File: src/rtl/s2_pkg.sv
// Shared constants, state encoding and helpers for the sen/sd serial receiver.
package s2_pkg;

  localparam int unsigned ADDR_W   = 3;
  localparam int unsigned DATA_W   = 18;
  localparam int unsigned FRAME_W  = ADDR_W + DATA_W;
  localparam int unsigned NUM_ADDR = 8;
  localparam int unsigned CNT_W    = $clog2(FRAME_W + 1);

  localparam logic [1:0] StIdle  = 2'd0;
  localparam logic [1:0] StShift = 2'd1;
  localparam logic [1:0] StWrite = 2'd2;
  localparam logic [1:0] StDrain = 2'd3;

  localparam logic RW_READ  = 1'b1;
  localparam logic RW_WRITE = 1'b0;

  function automatic logic [NUM_ADDR-1:0] addr_onehot(input logic [ADDR_W-1:0] addr);
    logic [NUM_ADDR-1:0] oh;
    oh       = '0;
    oh[addr] = 1'b1;
    return oh;
  endfunction

endpackage

File: src/rtl/s2_deser.sv
// FRAME_W-bit MSB-first shift register with bit counter and frame flags.
module s2_deser
  import s2_pkg::*;
(
  input  logic               clk_i,
  input  logic               rst_ni,
  input  logic               start_i,
  input  logic               shift_i,
  input  logic               abort_i,
  input  logic               sd_i,
  output logic [FRAME_W-1:0] frame_o,
  output logic               complete_o,
  output logic               short_o
);

  logic [FRAME_W-1:0] shift_q, shift_d;
  logic [CNT_W-1:0]   cnt_q, cnt_d;

  // Frame contents including the bit being sampled at this edge.
  assign frame_o    = {shift_q[FRAME_W-2:0], sd_i};
  assign complete_o = shift_i && (cnt_q == CNT_W'(FRAME_W - 1));
  assign short_o    = abort_i && (cnt_q < CNT_W'(FRAME_W));

  always_comb begin
    shift_d = shift_q;
    cnt_d   = cnt_q;
    if (start_i) begin
      shift_d = {{(FRAME_W-1){1'b0}}, sd_i};
      cnt_d   = CNT_W'(1);
    end else if (shift_i) begin
      shift_d = frame_o;
      cnt_d   = complete_o ? '0 : cnt_q + CNT_W'(1);
    end else if (abort_i) begin
      shift_d = '0;
      cnt_d   = '0;
    end
  end

  always_ff @(posedge clk_i or negedge rst_ni) begin
    if (!rst_ni) begin
      shift_q <= '0;
      cnt_q   <= '0;
    end else begin
      shift_q <= shift_d;
      cnt_q   <= cnt_d;
    end
  end

endmodule

File: src/rtl/s2_receiver.sv
// Receives 21-bit sen/sd frames, writes them into RB2 and flags a complete address round.
module s2_receiver
  import s2_pkg::*;
(
  input  logic              clk,
  input  logic              rst,
  input  logic              sen,
  input  logic              sd,
  output logic              RB2_RW,
  output logic [ADDR_W-1:0] RB2_A,
  output logic [DATA_W-1:0] RB2_D,
  output logic              done,
  output logic              frame_err
);

  logic [1:0]          state_q, state_d;
  logic                rw_q, rw_d;
  logic [ADDR_W-1:0]   a_q, a_d;
  logic [DATA_W-1:0]   d_q, d_d;
  logic                done_q, done_d;
  logic                err_q, err_d;
  logic [NUM_ADDR-1:0] mask_q, mask_d, mask_next;

  logic               start, shift, abort;
  logic [FRAME_W-1:0] frame;
  logic               complete, short_frame;

  assign start = (state_q == StIdle) && !sen;
  assign shift = (state_q == StShift) && !sen;
  assign abort = (state_q == StShift) && sen;

  s2_deser u_deser (
    .clk_i      (clk),
    .rst_ni     (rst),
    .start_i    (start),
    .shift_i    (shift),
    .abort_i    (abort),
    .sd_i       (sd),
    .frame_o    (frame),
    .complete_o (complete),
    .short_o    (short_frame)
  );

  always_comb begin
    state_d   = state_q;
    rw_d      = RW_READ;
    a_d       = a_q;
    d_d       = d_q;
    done_d    = 1'b0;
    err_d     = 1'b0;
    mask_d    = mask_q;
    mask_next = mask_q | addr_onehot(a_q);
    case (state_q)
      StIdle: begin
        if (!sen) state_d = StShift;
      end
      StShift: begin
        if (sen) begin
          err_d   = short_frame;
          state_d = StIdle;
        end else if (complete) begin
          a_d     = frame[FRAME_W-1 -: ADDR_W];
          d_d     = frame[DATA_W-1:0];
          rw_d    = RW_WRITE;
          state_d = StWrite;
        end
      end
      StWrite: begin
        // The round completes on the edge that ends its last write; mask restarts at once.
        if (mask_next == '1) begin
          done_d = 1'b1;
          mask_d = '0;
        end else begin
          mask_d = mask_next;
        end
        if (sen) begin
          state_d = StIdle;
        end else begin
          err_d   = 1'b1;
          state_d = StDrain;
        end
      end
      StDrain: begin
        if (sen) state_d = StIdle;
      end
      default: state_d = StIdle;
    endcase
  end

  always_ff @(posedge clk or negedge rst) begin
    if (!rst) begin
      state_q <= StIdle;
      rw_q    <= RW_READ;
      a_q     <= '0;
      d_q     <= '0;
      done_q  <= 1'b0;
      err_q   <= 1'b0;
      mask_q  <= '0;
    end else begin
      state_q <= state_d;
      rw_q    <= rw_d;
      a_q     <= a_d;
      d_q     <= d_d;
      done_q  <= done_d;
      err_q   <= err_d;
      mask_q  <= mask_d;
    end
  end

  assign RB2_RW    = rw_q;
  assign RB2_A     = a_q;
  assign RB2_D     = d_q;
  assign done      = done_q;
  assign frame_err = err_q;

endmodule

File: config.mk
export PLATFORM = sky130hd
export DESIGN_NAME = s2_receiver
export DESIGN_NICKNAME = d
export VERILOG_FILES = /design/src/rtl/s2_pkg.sv /design/src/rtl/s2_deser.sv /design/src/rtl/s2_receiver.sv
export SDC_FILE = /design/constraint.sdc
export NUM_CORES = 1
export LEC_CHECK = 0
export BUFFER_PORTS_ARGS = -buffer_cell sky130_fd_sc_hd__buf_2
export CAP_MARGIN = 10
export CORE_MARGIN = 2
export CORE_UTILIZATION = 34
export CTS_CLUSTER_SIZE = 8
export DETAILED_ROUTE_END_ITERATION = 10
export GPL_TIMING_DRIVEN = 0
export PLACE_DENSITY = 0.62
export REMOVE_ABC_BUFFERS = 1
export SLEW_MARGIN = 20
export SYNTH_ARGS = -nofsm -noshare
export SYNTH_HDL_FRONTEND = slang
export SYNTH_SLANG_ARGS = --single-unit
File: constraint.sdc
create_clock -name clk -period 3.4 [get_ports clk]
set_clock_uncertainty 0.1 [all_clocks]
set_input_delay 0.34 -clock clk [delete_from_list [all_inputs] [get_ports clk]]
set_output_delay 0.34 -clock clk [all_outputs]
set_load 0.1 [all_outputs]
Yosys cells after proc, flatten, opt, wreduce, memory -nomap -nowiden
Cells that the tools add are included.
- register bits: 59
- input port bits: 4
- output and inout port bits: 24
- logic and storage cells: 58
- add/sub/neg operators: 1
- magnitude comparators: 3
- equality and inequality tests: 8
- muxes and demuxes: 24
- bitwise logic cells: 2
- reduce and logical (&&, ||, !) cells: 11
- operators by type and width (cell ; count):
    $mux W20 ; 3
    $mux W5 ; 4
    $mux W2 ; 5
    $eq A8 B8 Y1 const B ; 1
    $mux W1 ; 8
    $mux W8 ; 1
    $or A8 B8 Y8 ; 1
    $pmux W2 S4 ; 1
    $logic_and A1 B1 Y1 ; 6
    $reduce_and A3 Y1 ; 2
    $add A5 B1 Y5 const B ; 1
    $eq A5 B5 Y1 const B ; 1
    $lt A5 B5 Y1 const B ; 1
    $eq A2 B2 Y1 const B ; 2
    $lt A3 B4 Y1 const B ; 1
    $ne A2 B2 Y1 const B ; 2
    $demux W1 S3 ; 1
    $ge A3 B1 Y1 const B ; 1
    $ne A3 B2 Y1 const B ; 1
    $reduce_bool A3 Y1 ; 1
    $eq A2 B1 Y1 const B ; 1
    $logic_not A2 Y1 ; 1
    $pmux W1 S2 ; 1
    $logic_not A1 Y1 ; 1
    $not A1 Y1 ; 1

Longest topological paths before layout
Gate-level depths: netlist (run 1).
- depth in word-level cells: 8
- depth in mapped cells: 7
- gate-level depth less buffers: 6

Cells and area by module
Synthesis (run 1) repeated with hierarchy kept, for this count alone.
- cells, all modules: 205
- area total of the unflattened synthesis: 2663.8 um^2
- modules (own cells, without submodules) (module ; instances ; cells an instance ; area each (um^2) ; sequential area each (um^2)):
    s2_receiver ; 1 ; 120 ; 1579.0 ; 852.1
    s2_deser ; 1 ; 85 ; 1084.8 ; 625.6

Least setup slack after synthesis (run 1)
No wires, ideal clock.
- path type: register to register
- from: reg a_q[2] (netlist: RB2_A[2])
- to: reg mask_q[3]
- library setup time: 0.119 ns
- arrival time: 2.001 ns
- required time: 3.181 ns
- path slack: 1.180 ns
- stages on the path, launching flop included: 6
- path buffers: 1
- clock period less this slack: 2.220 ns
- cell sequence: dfrtp_1 > buf_4 > or4bb_1 > nand3_2 > nand4_4 > o21a_1
- longest elaborated chain between the ends: 7
- elaborated cells between the ends (all ways): 8
- those cells by class: order compare (2); eq/ne (1); mux (3); bitwise (1); reduce/logical (1)
- ends and longest elaborated chain (what ; RTL line ; text):
    start: declaration ; s2_receiver.sv:18 ; logic [ADDR_W-1:0] a_q, a_d;
    start signal: assignment ; s2_receiver.sv:94 ; a_q <= '0;
    start signal: assignment ; s2_receiver.sv:102 ; a_q <= a_d;
    $lt A3 B4 Y1 (implied by the code) / $ge A3 B1 Y1 (equally long branches) ; s2_pkg.sv:21 ; oh[addr] = 1'b1;
    $logic_and A1 B1 Y1 (implied by the code) ; s2_pkg.sv:21 ;
    $mux W1 (implied by the code) ; s2_pkg.sv:21 ;
    $demux W1 S3 (*) ; s2_pkg.sv:21 ;
    $or A8 B8 Y8 (*) ; s2_receiver.sv:52 ; mask_next = mask_q | addr_onehot(a_q);
    $eq A8 B8 Y1 ; s2_receiver.sv:70 ; if (mask_next == '1) begin
    $mux W8 (*) ; s2_receiver.sv:70 ;
    end signal: assignment ; s2_receiver.sv:106 ; mask_q <= mask_d;
    end: declaration ; s2_receiver.sv:22 ; logic [NUM_ADDR-1:0] mask_q, mask_d, mask_next;
Every way passes the cells marked *; elsewhere a longest branch is shown, timed or not.
A chain may end at the register's enable or synchronous reset.

Worst setup path after layout (run 1)
- from: reg state_q[1]
- to: reg d_q[13] (netlist: RB2_D[13])
- longest elaborated chain between the ends: 4
- ends and longest elaborated chain (what ; RTL line ; text):
    start: declaration ; s2_receiver.sv:16 ; logic [1:0] state_q, state_d;
    start signal: assignment ; s2_receiver.sv:92 ; state_q <= StIdle;
    start signal: assignment ; s2_receiver.sv:100 ; state_q <= state_d;
    $eq A2 B1 Y1 (*) ; s2_receiver.sv:29, s2_receiver.sv:53 ;
    $logic_and A1 B1 Y1 ; s2_receiver.sv:29 ; assign shift = (state_q == StShift) && !sen;
    $logic_and A1 B1 Y1 ; s2_deser.sv:21 ; assign complete_o = shift_i && (cnt_q == CNT_W'(FRAME_W - 1));
    $reduce_and A3 Y1 (no source line) (*) ; - ;
    end signal: assignment ; s2_receiver.sv:95 ; d_q <= '0;
    end signal: assignment ; s2_receiver.sv:103 ; d_q <= d_d;
    end: declaration ; s2_receiver.sv:19 ; logic [DATA_W-1:0] d_q, d_d;
Marks and branches as above.

==> results of run 1 <==
==> worst max-delay path: cells and delay by family, from the launching register on <==
| family | cells | cell delay (ns) |
|---|---|---|
| adders and majority gates | 1 | 0.34 |
| buffers and inverters | 3 | 0.54 |
| DFF | 1 | 0.41 |
| muxes | 1 | 0.34 |
| and+or+nand+nor | 1 | 0.60 |
==> layout make-up <==
type	count	area, um^2
inverters	9	33.8
clock inverters	5	77.6
repair buffers	30	170
flip-flops and latches	59	1480
well taps	99	124
multi-input cells	119	996
fillers	733	4280
clock buffers	11	131
==> layer usage <==
metal / wire [um] / up-vias / GRT usage, % / share of wire (%)
li1: - / 771 / - / -
met1: 2230 / 840 / 15.5 / 49
met2: 2000 / 31 / 18.0 / 44
met3: 235 / 8 / 5.84 / 5.2
met4: 63 / 0 / 3.79 / 1.4
met5: 0 / - / 0 / 0
==> repair_timing <==
item / CTS / global route
setup endpoints to repair: 0 / 0
hold buffers: 1 / 0
hold endpoints to repair: 29 / 0
==> path summary, 6_finish.rpt <==
| path | from | to | cells past startpoint |
|---|---|---|---|
| setup / recovery | state_q[1] | RB2_D[13] | 6 |
| hold / removal | sd | RB2_D[0] | 2 |
| setup reg to reg | state_q[1] | RB2_D[13] | 6 |
| hold reg to reg | u_deser.shift_q[19] | RB2_A[2] | 1 |
| max in group asynchronous | rst | RB2_A[0] | 2 |
| min in group asynchronous | rst | mask_q[6] | 2 |
==> where the power goes <==
part           total, mW  switching (mW)  leakage [nW]  internal [mW]
sequential         0.787          0.0419         0.808          0.745
combinational      0.375           0.262         0.591          0.113
clock              0.679           0.268         0.103          0.411
total               1.84           0.572          1.50           1.27
==> Yosys cell counts, drive strengths merged (2+ instances only) <==
cell,n
dfrtp,58
ha,7
o31ai,3
a22o,20
o21a,9
a211o,2
nor2,8
nand2,12
buf,10
nand3,5
xor2,2
mux2i,5
mux2,21
nor3,2
nor3b,2
o21ai,5
nand2b,4
nand4,2
a21oi,2
inv,9
==> cells by family after synthesis <==
kind of cell / count (synthesis)
AOI/OAI and AO/OA: 44
adders and majority gates: 7
xor gates and xnor gates: 2
DFF: 59
buffers and inverters: 19
and+or+nand+nor: 40
muxes: 26
==> flip-flops by register name, summed over array words and instances (netlist names) <==
signal           flops
u_deser.shift_q     20
RB2_RW               1
done                 1
mask_q               8
RB2_A                3
u_deser.cnt_q        5
frame_err            1
state_q              2
RB2_D               18
==> stage by stage <==
stage | instances | worst slack, ns
floorplan | 187 | 0.797
global placement | 313 | -0.0149
detailed placement | 314 | 0.915
CTS | 331 | 0.899
global route | 332 | 0.830
finish | 332 | 0.957
==> results.py, run 1 <==
metrics = {
    "run_status": {
        "status": "completed",
    },
    "synthesis": {
        "yosys-top-cells-area": "dfrtp_1 (57%), mux2_2 (8.8%), a22o_1 (6.8%)",
        "yosysTopAreaCell": "dfrtp_1",
        "synth_ff_type": "dfrtp_1",
        "synthCells": 197,
        "synth_xor_area_share_pct": 0.683,
        "yosys.area_share.simple_pct": 9.36,
        "synth-seq-area-share_pct": 57.6,
        "ys_seq_elements": 59,
        "yosys_warnings": 0,
        "synth_cell_types": 38,
        "synth_edf_count": 0,
        "async_flop_share_pct": 100,
        "synthAdderAreaFrac_pct": 3.41,
        "synth_area_per_cell_um2": 13.0,
        "yosys.area.top_type_share_pct": 56.6,
        "synth_top_family_by_area": "compound AO/OA/AOI/OAI gates",
        "mappedNetlistArea_um2": 2570,
        "synth_compound_area_share_pct": 13.7,
        "synth.mux.area_fraction_pct": 11.2,
    },
    "power_and_ir_drop": {
        "powerDensity_nw_per_um2": 612,
        "p_leak_nw": 1.50,
        "peakVddDrop_mv": 0.315,
        "finalPower_mw": 1.84,
    },
    "clock_tree": {
        "cts_setup_buffers": 0,
        "clockBufferDepth": 2,
        "cts_tree": "yes",
        "cts_htree_levels": 3,
        "insertion_delay_ns": 0.33,
        "cts_root_buf": "clkbuf_8",
        "path_clk_slew_ns": 0.06,
        "clkSinkCount": 59,
        "post_cts_resize_count": 0,
        "cts_buffers": 9,
    },
    "worst_setup_path": {
        "critPathMaxStageDelay_ns": 0.60,
        "path_class": "flip-flop to flip-flop",
        "cp-end-kind": "flip-flop",
        "critPathArrivalTime_ns": 2.56,
        "crit_required_ns": 3.52,
        "crit_top_cell": "inv_1",
        "r2r_setup_slack_ns": 0.96,
        "path_max_fanout": 13,
        "critPathSlowestCell": "nor3_4",
        "crit_path_cell_trace": "inv_1 -> ha_1 -> inv_1 -> nor3_4 -> buf_6 -> mux2_2",
        "startpoint_type": "flip-flop",
    },
    "detailed_routing": {
        "routed_via_density": 4.97,
        "ant_nets": 0,
        "routed-via-count": 1650,
        "routedWlPerCell_um": 13.6,
        "wl_um": 4530,
        "post-route-drc-count": 0,
        "drtPass1Iterations": 4,
        "dr.first_iter.drc_count": 61,
    },
    "sta": {
        "report.final.hold_viol_count": 0,
        "period_share_pct": 71.8,
        "whs_ns": 0.180,
        "grt_setup_unrepaired": "no",
        "relSlewSlack_pct": 48.8,
        "period_minus_slack_ns": 2.44,
        "max_freq_ghz": 0.409,
        "final_max_slew_viol_count": 0,
        "max_slew.worst_pin.slew_ns": 0.765,
        "setup_violations": 0,
        "tns_ns": 0,
    },
    "die": {
        "die_area_um2": 8260,
        "initial_core_util_pct": 35.2,
        "boundaryPins": 28,
        "die_w_um": 90.9,
        "die_y_um": 90.9,
        "rows": 31,
        "core_area_um2": 7290,
    },
    "final_layout": {
        "area_growth_syn_to_layout_pct": 17.3,
        "stdcell_area_um2": 3010,
        "diodes": 0,
        "final_nets": 239,
        "fin_util_pct": 41.3,
        "mostFrequentLayoutCells": "dfrtp_1 (58), buf_2 (26), mux2_2 (20), a22o_1 (20), nand2_1 (12)",
        "mostFrequentLayoutCell": "dfrtp_1",
        "drive_above_1_share_pct": 30.5,
    },
    "global_route": {
        "grt_pass1_wl_um": 7820,
        "antenna_found_initial": 0,
        "grt_pass1_vias": 1617,
        "grt_max_degree": 60,
        "grt_use_total_pct": 12.1,
        "grt_overflow": 0,
    },
    "job": {
        "drv_cap": 0,
    },
    "placed_design": {
        "io_buffers": 27,
        "dp_hpwl_um": 2870,
        "gp_congestion": 0.753,
        "post_dp_cell_area_um2": 2770,
    },
    "hold_path": {
        "hold_class": "input pin to flip-flop",
    },
}
Power figures use the tool's default switching activity.
==> run 2: changes to the inputs <==
==> constraint.sdc (replaced) <==
create_clock -name clk -period 2.4 [get_ports clk]
set_clock_uncertainty 0.1 [all_clocks]
set_input_delay 0.24 -clock clk [delete_from_list [all_inputs] [get_ports clk]]
set_output_delay 0.24 -clock clk [all_outputs]
set_load 0.1 [all_outputs]
==> run 2 against run 1 <==
  * Die area is the same
  * Non-clock buffer count decreased by 1
  * Cell area increased by 0.17%
  * Total power rose by 42%
  * Critical path depth unchanged
  * Worst setup slack got worse by 0.81 ns
  * Register-to-register slack worse by 0.81 ns
  * Fmax up 8.5%
  * Count of clock-buffer cells in the layout unchanged
  * Largest cell class unchanged
  * Highest routed layer unchanged
==> results.py, run 2 (synthesis gave the netlist of run 1 again) <==
metrics = {
    "run_status": {
        "status": "completed",
    },
    "sta": {
        "period_share_pct": 93.8,
        "setup_violations": 0,
        "report.final.hold_viol_count": 0,
        "grt_setup_unrepaired": "no",
        "final_max_slew_viol_count": 0,
        "whs_ns": 0.0748,
        "relSlewSlack_pct": 47.8,
        "period_minus_slack_ns": 2.25,
        "max_freq_ghz": 0.444,
        "max_slew.worst_pin.slew_ns": 0.780,
        "timing.final.ws_setup_ns": 0.148,
    },
    "clock_tree": {
        "path_clk_slew_ns": 0.06,
        "cts_htree_levels": 3,
        "cts_root_buf": "clkbuf_8",
        "insertion_delay_ns": 0.34,
        "clkSinkCount": 59,
        "cts_setup_buffers": 0,
        "cts_buffers": 9,
        "clockBufferDepth": 2,
        "cts_tree": "yes",
    },
    "final_layout": {
        "largest_register_ffs": 20,
        "multiInputGateArea_um2": 1010,
        "final_nets": 239,
        "top_register": "u_deser.shift_q",
        "diodes": 0,
        "area_growth_syn_to_layout_pct": 17.5,
        "drive_above_1_share_pct": 30.5,
        "mostFrequentLayoutCell": "dfrtp_1",
        "mostFrequentLayoutCells": "dfrtp_1 (58), buf_2 (26), mux2_2 (20), a22o_1 (20), nand2_1 (12)",
        "fillers": 730,
        "regArea_um2": 1480,
    },
    "global_route": {
        "met2_usage_pct": 18.7,
        "antenna_found_initial": 0,
        "grt_pass1_vias": 1637,
        "grt_max_degree": 60,
        "gr-usage-met1_pct": 16.0,
        "busiest_layer": "met2",
        "grt_overflow": 0,
        "grt_pass1_wl_um": 8000,
        "use_met3_pct": 5.84,
        "grt_use_total_pct": 12.4,
    },
    "die": {
        "die_y_um": 90.9,
        "die_area_um2": 8260,
        "rows": 31,
        "die_w_um": 90.9,
        "core_area_um2": 7290,
        "initial_core_util_pct": 35.2,
        "boundaryPins": 28,
    },
    "detailed_routing": {
        "routedWlPerCell_um": 14.1,
        "dr.first_iter.drc_count": 55,
        "post-route-drc-count": 0,
        "routed-via-count": 1646,
        "routed_via_density": 4.96,
        "wl_um": 4670,
        "drtPass1Iterations": 4,
        "ant_nets": 0,
    },
    "power_and_ir_drop": {
        "powerDensity_nw_per_um2": 867,
        "p_leak_nw": 1.50,
        "peakVddDrop_mv": 0.458,
    },
    "job": {
        "drv_cap": 0,
    },
    "worst_setup_path": {
        "startpoint_type": "flip-flop",
        "path_class": "flip-flop to flip-flop",
        "critPathArrivalTime_ns": 2.37,
        "path_max_fanout": 11,
        "cp-end-kind": "flip-flop",
        "crit_required_ns": 2.52,
    },
    "placed_design": {
        "dp_hpwl_um": 2870,
        "io_buffers": 27,
        "place_ws_ns": -0.0848,
        "gp_congestion": 0.753,
    },
    "hold_path": {
        "hold_class": "input pin to flip-flop",
    },
}
## run 2: path summary, 6_finish.rpt
kind / start / end / slack [ns] / depth (start not counted)
setup / recovery: u_deser.cnt_q[0] / RB2_D[5] / 0.15 / 6
hold / removal: sd / RB2_D[0] / 0.07 / 2
setup reg to reg: u_deser.cnt_q[0] / RB2_D[5] / 0.15 / 6
hold reg to reg: RB2_D[17] / RB2_D[17] / 0.40 / 1
max in group asynchronous: rst / RB2_A[0] / 1.29 / 2
min in group asynchronous: rst / mask_q[6] / 0.42 / 2
## run 2: timing repair
action                     CTS  global route
setup endpoints to repair   21             0
hold endpoints to repair    58             0
hold buffers                 1             0
gates resized for setup      1             0
## run 2: report_power, final
| group | switching (mW) | leakage [nW] | internal (mW) | total, mW |
|---|---|---|---|---|
| clock network | 0.382 | 0.103 | 0.581 | 0.963 |
| registers | 0.0592 | 0.808 | 1.06 | 1.12 |
| logic | 0.377 | 0.592 | 0.160 | 0.537 |
| total | 0.819 | 1.50 | 1.80 | 2.62 |
## run 2: metrics by stage
step                cells  util (%)  TNS (ns)  area [um^2]  total power [mW]
floorplan             187         -    -0.492         2490              1.49
global placement      313      37.8    -18.32         2750              1.62
detailed placement    314      38.0     -1.60         2770              1.65
CTS                   332      41.2         0         3010              2.64
global route          332      41.4         0         3020              2.77
finish                332      41.4         0         3020              2.62
## run 2: area by class of cell
type | count | area share [%]
inverters | 9 | 1.12
clock inverters | 5 | 2.57
repair buffers | 29 | 5.27
well taps | 99 | 4.11
clock buffers | 11 | 4.36
multi-input cells | 120 | 33.6
flip-flops and latches | 59 | 49.0
## run 2: worst max-delay path: stages, from the launching register on
cell and delay (ns):
dfrtp_1 0.44, inv_1 0.08, ha_1 0.14, and3b_2 0.20
nand2_1 0.14, nor3_4 0.63, mux2_2 0.41
## run 2: routing by layer
metal  vias to the layer above  wire, um
li1                        771         -
met1                       835      2280
met2                        32      2060
met3                         8       272
met4                         0        63
met5                         -         0
